$ cat config.mk
export PLATFORM = sky130hd
export DESIGN_NAME = trap_event_sequencer
export DESIGN_NICKNAME = d
export VERILOG_FILES = /design/src/rtl/package_settings.sv /design/src/rtl/trap_seq_pkg.sv /design/src/rtl/sat_counter.sv /design/src/rtl/trap_event_sequencer.sv
export SDC_FILE = /design/constraint.sdc
export NUM_CORES = 1
export LEC_CHECK = 0
export BUFFER_PORTS_ARGS = -buffer_cell sky130_fd_sc_hd__buf_2
export CORE_MARGIN = 3
export CORE_UTILIZATION = 52
export DETAILED_ROUTE_END_ITERATION = 6
export PLACE_DENSITY = 0.75
export SKIP_LAST_GASP = 1
export SYNTH_ARGS = -nofsm -noshare
export SYNTH_HDL_FRONTEND = slang
export SYNTH_HIERARCHICAL = 1
export SYNTH_SLANG_ARGS = --single-unit
$ cat constraint.sdc
create_clock -name clk -period 8.18 [get_ports clk]
set_input_delay 1.636 -clock clk [delete_from_list [all_inputs] [get_ports clk]]
set_output_delay 1.636 -clock clk [all_outputs]
set_load 0.05 [all_outputs]
$ cat src/rtl/package_settings.sv
// Board-level ADC settings shared by the channel processing blocks.
package package_settings;
  localparam int SIZE_ADC_DATA = 14;
endpackage

$ cat src/rtl/trap_seq_pkg.sv
// Types and timing helpers for the trapezoidal-filter event sequencer.
package trap_seq_pkg;

  typedef enum logic [2:0] {
    S_IDLE    = 3'd0,
    S_SETTLE  = 3'd1,
    S_ARMED   = 3'd2,
    S_CAPTURE = 3'd3,
    S_TAIL    = 3'd4,
    S_DRAIN   = 3'd5
  } seq_state_t;

  localparam int DEF_K        = 16;
  localparam int DEF_L        = 8;
  localparam int DEF_TAIL_MAX = 64;

  function automatic int settle_cyc(input int k, input int l);
    return k + l + 4;
  endfunction

  function automatic int cap_ofs(input int k, input int l);
    return k + l / 2;
  endfunction

  function automatic int max3(input int a, input int b, input int c);
    int m;
    m = (a > b) ? a : b;
    return (m > c) ? m : c;
  endfunction

endpackage

$ cat src/rtl/sat_counter.sv
// Event counter that sticks at all-ones instead of wrapping.
module sat_counter #(
  parameter int CNT_W = 16
) (
  input  logic             clk,
  input  logic             reset,
  input  logic             inc,
  output logic [CNT_W-1:0] count
);

  localparam logic [CNT_W-1:0] CNT_ONE = CNT_W'(1);
  localparam logic [CNT_W-1:0] CNT_MAX = {CNT_W{1'b1}};

  logic [CNT_W-1:0] r_count;

  always_ff @(posedge clk) begin
    if (reset) begin
      r_count <= '0;
    end else if (inc && (r_count != CNT_MAX)) begin
      r_count <= r_count + CNT_ONE;
    end
  end

  assign count = r_count;

endmodule

$ cat src/rtl/trap_event_sequencer.sv
// Per-channel pulse sequencer behind the trapezoidal filter: settle, trigger,
// flat-top capture, clean-tail commit and valid/ready readout of events.
module trap_event_sequencer
  import trap_seq_pkg::*;
#(
  parameter int DATA_W   = package_settings::SIZE_ADC_DATA * 2 + 3,
  parameter int K        = DEF_K,
  parameter int L        = DEF_L,
  parameter int TAIL_MAX = DEF_TAIL_MAX,
  parameter int TS_W     = 32,
  parameter int CNT_W    = 16
) (
  input  logic              clk,
  input  logic              reset,
  input  logic              enable,
  input  logic [DATA_W-1:0] threshold,
  input  logic [DATA_W-1:0] filt_data,
  output logic              evt_valid,
  input  logic              evt_ready,
  output logic [DATA_W-1:0] evt_amp,
  output logic [TS_W-1:0]   evt_time,
  output logic              busy,
  output logic [CNT_W-1:0]  short_cnt,
  output logic [CNT_W-1:0]  pileup_cnt,
  output logic [CNT_W-1:0]  drop_cnt
);

  localparam int SETTLE_CYC = settle_cyc(K, L);
  localparam int CAP_OFS    = cap_ofs(K, L);
  localparam int PH_W       = $clog2(max3(SETTLE_CYC, CAP_OFS, TAIL_MAX) + 1);

  localparam logic [PH_W-1:0] PH_ONE      = PH_W'(1);
  localparam logic [PH_W-1:0] SETTLE_LAST = PH_W'(SETTLE_CYC - 1);
  localparam logic [PH_W-1:0] CAP_LAST    = PH_W'(CAP_OFS);
  localparam logic [PH_W-1:0] TAIL_LAST   = PH_W'(TAIL_MAX - 1);
  localparam logic [TS_W-1:0] TS_ONE      = TS_W'(1);

  seq_state_t        r_state;
  seq_state_t        w_state_run;
  seq_state_t        w_state_nxt;
  logic [PH_W-1:0]   r_ph_cnt;
  logic [PH_W-1:0]   w_ph_cnt_nxt;
  logic [TS_W-1:0]   r_ts;
  logic [TS_W-1:0]   r_pend_time;
  logic [DATA_W-1:0] r_pend_amp;
  logic              r_evt_valid;
  logic [DATA_W-1:0] r_evt_amp;
  logic [TS_W-1:0]   r_evt_time;
  logic              r_busy;

  logic w_above;
  logic w_latch_time;
  logic w_capture;
  logic w_commit;
  logic w_short_inc;
  logic w_pileup_inc;
  logic w_slot_free;
  logic w_load;
  logic w_drop;
  logic w_xfer;
  logic w_busy_nxt;

  assign w_above = $signed(filt_data) > $signed(threshold);

  // The settle, capture-offset and tail phases never overlap, so one counter serves all three.
  always_comb begin
    w_state_run  = r_state;
    w_ph_cnt_nxt = r_ph_cnt;
    w_latch_time = 1'b0;
    w_capture    = 1'b0;
    w_commit     = 1'b0;
    w_short_inc  = 1'b0;
    w_pileup_inc = 1'b0;
    case (r_state)
      S_IDLE: begin
        if (enable) begin
          w_state_run  = S_SETTLE;
          w_ph_cnt_nxt = '0;
        end else begin
          w_state_run  = S_IDLE;
        end
      end
      S_SETTLE: begin
        if (r_ph_cnt == SETTLE_LAST) begin
          w_state_run  = S_DRAIN;
        end else begin
          w_ph_cnt_nxt = r_ph_cnt + PH_ONE;
        end
      end
      S_DRAIN: begin
        if (!w_above) begin
          w_state_run = S_ARMED;
        end else begin
          w_state_run = S_DRAIN;
        end
      end
      S_ARMED: begin
        if (w_above) begin
          w_state_run  = S_CAPTURE;
          w_ph_cnt_nxt = PH_ONE;
          w_latch_time = 1'b1;
        end else begin
          w_state_run  = S_ARMED;
        end
      end
      S_CAPTURE: begin
        if (r_ph_cnt == CAP_LAST) begin
          w_state_run  = S_TAIL;
          w_ph_cnt_nxt = '0;
          w_capture    = 1'b1;
        end else if (!w_above) begin
          w_state_run  = S_ARMED;
          w_short_inc  = enable;
        end else begin
          w_ph_cnt_nxt = r_ph_cnt + PH_ONE;
        end
      end
      S_TAIL: begin
        // A clean return commits even when enable falls in the same cycle.
        if (!w_above) begin
          w_state_run  = S_ARMED;
          w_commit     = 1'b1;
        end else if (r_ph_cnt == TAIL_LAST) begin
          w_state_run  = S_DRAIN;
          w_pileup_inc = enable;
        end else begin
          w_ph_cnt_nxt = r_ph_cnt + PH_ONE;
        end
      end
      default: begin
        w_state_run = S_IDLE;
      end
    endcase
  end

  assign w_state_nxt = enable ? w_state_run : S_IDLE;
  assign w_busy_nxt  = !((w_state_nxt == S_IDLE) || (w_state_nxt == S_ARMED));

  assign w_xfer      = r_evt_valid & evt_ready;
  assign w_slot_free = ~r_evt_valid | evt_ready;
  assign w_load      = w_commit & w_slot_free;
  assign w_drop      = w_commit & ~w_slot_free;

  always_ff @(posedge clk) begin
    if (reset) begin
      r_state  <= S_IDLE;
      r_ph_cnt <= '0;
      r_ts     <= '0;
      r_busy   <= 1'b0;
    end else begin
      r_state  <= w_state_nxt;
      r_ph_cnt <= w_ph_cnt_nxt;
      r_ts     <= r_ts + TS_ONE;
      r_busy   <= w_busy_nxt;
    end
  end

  always_ff @(posedge clk) begin
    if (reset) begin
      r_pend_time <= '0;
      r_pend_amp  <= '0;
    end else begin
      if (w_latch_time) begin
        r_pend_time <= r_ts;
      end
      if (w_capture) begin
        r_pend_amp <= filt_data;
      end
    end
  end

  // A commit landing on an accept cycle reloads the slot rather than clearing it.
  always_ff @(posedge clk) begin
    if (reset) begin
      r_evt_valid <= 1'b0;
      r_evt_amp   <= '0;
      r_evt_time  <= '0;
    end else if (w_load) begin
      r_evt_valid <= 1'b1;
      r_evt_amp   <= r_pend_amp;
      r_evt_time  <= r_pend_time;
    end else if (w_xfer) begin
      r_evt_valid <= 1'b0;
    end
  end

  sat_counter #(.CNT_W(CNT_W)) u_short_cnt (
    .clk   (clk),
    .reset (reset),
    .inc   (w_short_inc),
    .count (short_cnt)
  );

  sat_counter #(.CNT_W(CNT_W)) u_pileup_cnt (
    .clk   (clk),
    .reset (reset),
    .inc   (w_pileup_inc),
    .count (pileup_cnt)
  );

  sat_counter #(.CNT_W(CNT_W)) u_drop_cnt (
    .clk   (clk),
    .reset (reset),
    .inc   (w_drop),
    .count (drop_cnt)
  );

  assign evt_valid = r_evt_valid;
  assign evt_amp   = r_evt_amp;
  assign evt_time  = r_evt_time;
  assign busy      = r_busy;

endmodule

==> out/results.tsv <==
stage	metric	value	unit
clock_tree	cts_tree	done	
worst_setup_path	crit_arrival	5.59	ns
run	drv_cap	0	
yosys	synthAdderAreaFrac	4.71	%
power_and_ir_drop	internal-power	1.79	mW
power_and_ir_drop	p_seq_share	47.3	%
routing	drc	0	
worst_setup_path	path_max_fanout	11	
routing	vias_per_cell	5.47	
yosys	synth-xor-area-share	2.85	%
final_layout	fin_util	63.7	%
place	dp_hpwl	14700	µm
worst_setup_path	worst_setup_path_end_kind	flop	
yosys	synth_compound_area_share	9.39	%
routing	wl_per_cell	14.0	µm
yosys	synthSimpleGateAreaFrac	23.9	%
yosys	synth.mux.area_fraction	10.3	%
clock_tree	clk_path_buf_depth	3	
sta	setup_tns	0	ns
yosys	synthFlopType	dfxtp_1	
die	dieHeight	143	µm
yosys	syn_nets	1215	
power_and_ir_drop	pwr-share-clk	48.7	%
final_layout	area_growth	18.3	%
worst_setup_path	required	8.57	ns
grt	grt_pass1_vias	7556	
die	rows	49	
final_layout	register_area	4360	µm²
yosys	synth-edff-count	0	
clock_tree	path_clk_slew	0.06	ns
routing	first_pass_iters	5	
sta	finalMaxSlewViolations	0	
clock_tree	htree_levels	1	
yosys	yosysTopAreaCell	dfxtp_1	
yosys	synth_commonest_cells	dfxtp_1, nor2_1, nand2_1	
final_layout	finalNetCount	1372	
sta	max-slew-margin-rel	44.9	%
yosys	syn_avg_cell_area	8.84	µm²
status	status	finished clean	
sta	finalSetupViolCount	0	
grt	grt-ovfl-total	0	
hold_path	min-delay-path-class	flop to flop	
yosys	synth_top_family_by_area	simple AND/OR/NAND/NOR gates	
grt	grt_max_degree	78	
worst_setup_path	start_kind	input pin	
clock_tree	cts_hold_buf	0	
sta	final.period_utilization	63.6	%
routing	wl	21200	µm
yosys	synth_area	9830	µm²
power_and_ir_drop	p_sw_share	20.8	%
yosys	ys.warnings.count	6	
sta	rsz0062_at_grt	no	
yosys	async_flop_share	0	%
sta	worst_hold_slack	0.453	ns
yosys	synthTopCellsByArea	dfxtp_1, mux2i_1, nor2_1, ha_1, nand2_1	
final_layout	fillers	1552	
sta	max_freq	192	MHz
sta	skew	0.0128	ns
yosys	yosys.cell_types.count	54	
die	die_area	20600	µm²
die	die_w	143	µm
routing	drt-initial-drc-count	359	
clock_tree	worstSkewPairLatency	0.51	ns
sta	finalHoldViolations	0	
power_and_ir_drop	switchingPower	0.470	mW
final_layout	postLayoutCellArea	11600	µm²
grt	grt_pass1_wl	35700	µm
yosys	yosysSeqAreaShare	44.4	%
yosys	synth_top_area_share	44.4	%
yosys	yosysMostFrequentCell	dfxtp_1	
routing	antenna_left	0	
clock_tree	cts_made_buffers	23	
die	fp.coreArea	18300	µm²
place	port_buffers	178	
power_and_ir_drop	power_density	194	nW/µm²
place	gp_congestion	0.893	
yosys	synthCells	1112	
clock_tree	cts.sinks	218	
final_layout	multi_input_area	5040	µm²
power_and_ir_drop	p_leak	5.49	nW
sta	worst_pin_slew	0.821	ns
clock_tree	cts_resized	0	
die	ios	179	
worst_setup_path	worstSetupPathType	input pin to flop	
final_layout	layout-drive-gt1-share	19.1	%
power_and_ir_drop	totalPowerFinal	2.26	mW
die	initial_core_util	53.8	%
sta	post-route-min-period	5.20	ns
grt	antenna_found_initial	2	
clock_tree	cts-root-buf	clkbuf_16	
grt	grt.total_usage	20.3	%
routing	vias	8281	
place	post_dp_cell_area	10800	µm²
power_and_ir_drop	peakVddDrop	0.109	mV
power_and_ir_drop	comb_power_share	4.0	%
clock_tree	postCtsSetupRepairBufs	0	
yosys	ys_seq_elements	218	
-- through the flow --
step	std cells	worst slack, ns
floorplan	1112	3.53
global placement	1473	2.63
detailed placement	1473	2.53
CTS	1514	2.98
global route	1515	2.71
finish	1515	2.98
-- cell usage in the layout, fill, tap and decap left out, types with 7 or more instances in the layout --
| cell type | Yosys | routed |
|---|---|---|
| or3_1 | 15 | 15 |
| buf_2 | 6 | 177 |
| nor4_1 | 7 | 7 |
| o31ai_1 | 19 | 19 |
| a21oi_1 | 82 | 82 |
| nand4_1 | 19 | 19 |
| or4_1 | 21 | 21 |
| nand3_1 | 35 | 35 |
| nor2_1 | 164 | 164 |
| nand2_1 | 110 | 110 |
| ha_1 | 37 | 37 |
| clkbuf_16 | 0 | 23 |
| nor2b_1 | 11 | 11 |
| inv_1 | 50 | 50 |
| xor2_1 | 20 | 20 |
| and3_1 | 14 | 14 |
| and4_1 | 13 | 13 |
| dfxtp_1 | 218 | 218 |
| nor3_1 | 23 | 23 |
| o21ai_0 | 27 | 27 |
| mux2i_1 | 98 | 98 |
| xnor2_1 | 12 | 12 |
-- worst max-delay path, stage by stage --
cell,delay (ns)
buf_2,0.11
ha_1,0.37
nand4_2,0.17
nor4_1,0.49
and3_1,0.31
inv_1,0.05
o211a_2,0.17
or2_2,0.33
nor3_1,0.69
nand2_1,0.44
nor4bb_1,0.44
mux2_2,0.38
-- sequential cells by signal (all words and copies together) (netlist names), 7 cells and up --
| signal | cells |
|---|---|
| r_ph_cnt | 7 |
| evt_amp | 31 |
| r_ts | 32 |
| evt_time | 32 |
| r_pend_time | 32 |
| r_pend_amp | 31 |
| u_drop_cnt/count | 16 |
| u_short_cnt/count | 16 |
| u_pileup_cnt/count | 16 |
-- cell families (layout without fill, tap and decap cells) --
group / Yosys count / in the layout
flops: 218 / 218
buf+inv: 102 / 275
fa+ha+maj: 37 / 37
xor+xnor: 32 / 32
mux: 101 / 101
simple gates: 466 / 466
other cells: 0 / 1
compound gates: 156 / 156
-- layer usage --
layer | wire length (µm) | global-route usage [%] | vias up
met3 | 1420 | 5.12 | 30
li1 | - | - | 4205
met5 | 7 | 0 | -
met2 | 9840 | 33.1 | 196
met4 | 372 | 4.91 | 2
met1 | 9540 | 27.2 | 3848
-- area by class of cell --
class | instances | area share (%)
sequential | 218 | 37.5
multi-input combinational | 792 | 43.3
inverter | 50 | 1.61
clock buffer | 32 | 5.67
timing repair buffer | 184 | 8.10
clock inverter | 9 | 1.28
antenna | 1 | 0.0215
tap | 229 | 2.46
-- path summary, 6_finish.rpt --
path              depth (start not counted)  slack [ns]                                  to                        from
setup reg to reg                          6        5.27  u_short_cnt/count[11]$_SDFFE_PP0P_       r_state[1]$_SDFF_PP0_
hold reg to reg                           2        0.45          r_pend_amp[5]$_SDFFE_PP0P_  r_pend_amp[5]$_SDFFE_PP0P_
setup / recovery                         12        2.98  u_short_cnt/count[11]$_SDFFE_PP0P_               filt_data[30]
hold / removal                            2        0.45          r_pend_amp[5]$_SDFFE_PP0P_  r_pend_amp[5]$_SDFFE_PP0P_
-- power by group through the flow --
stage | combinational, mW | clock (mW) | sequential [mW]
after floorplan | 0.0585 | 0 | 1.09
after global routing | 0.104 | 1.18 | 1.07
after CTS | 0.0917 | 1.13 | 1.07
final | 0.0911 | 1.10 | 1.07
after global placement | 0.0894 | 0 | 1.09
after detailed placement | 0.0913 | 0 | 1.09
No activity file was read; power rests on OpenSTA's default activity.
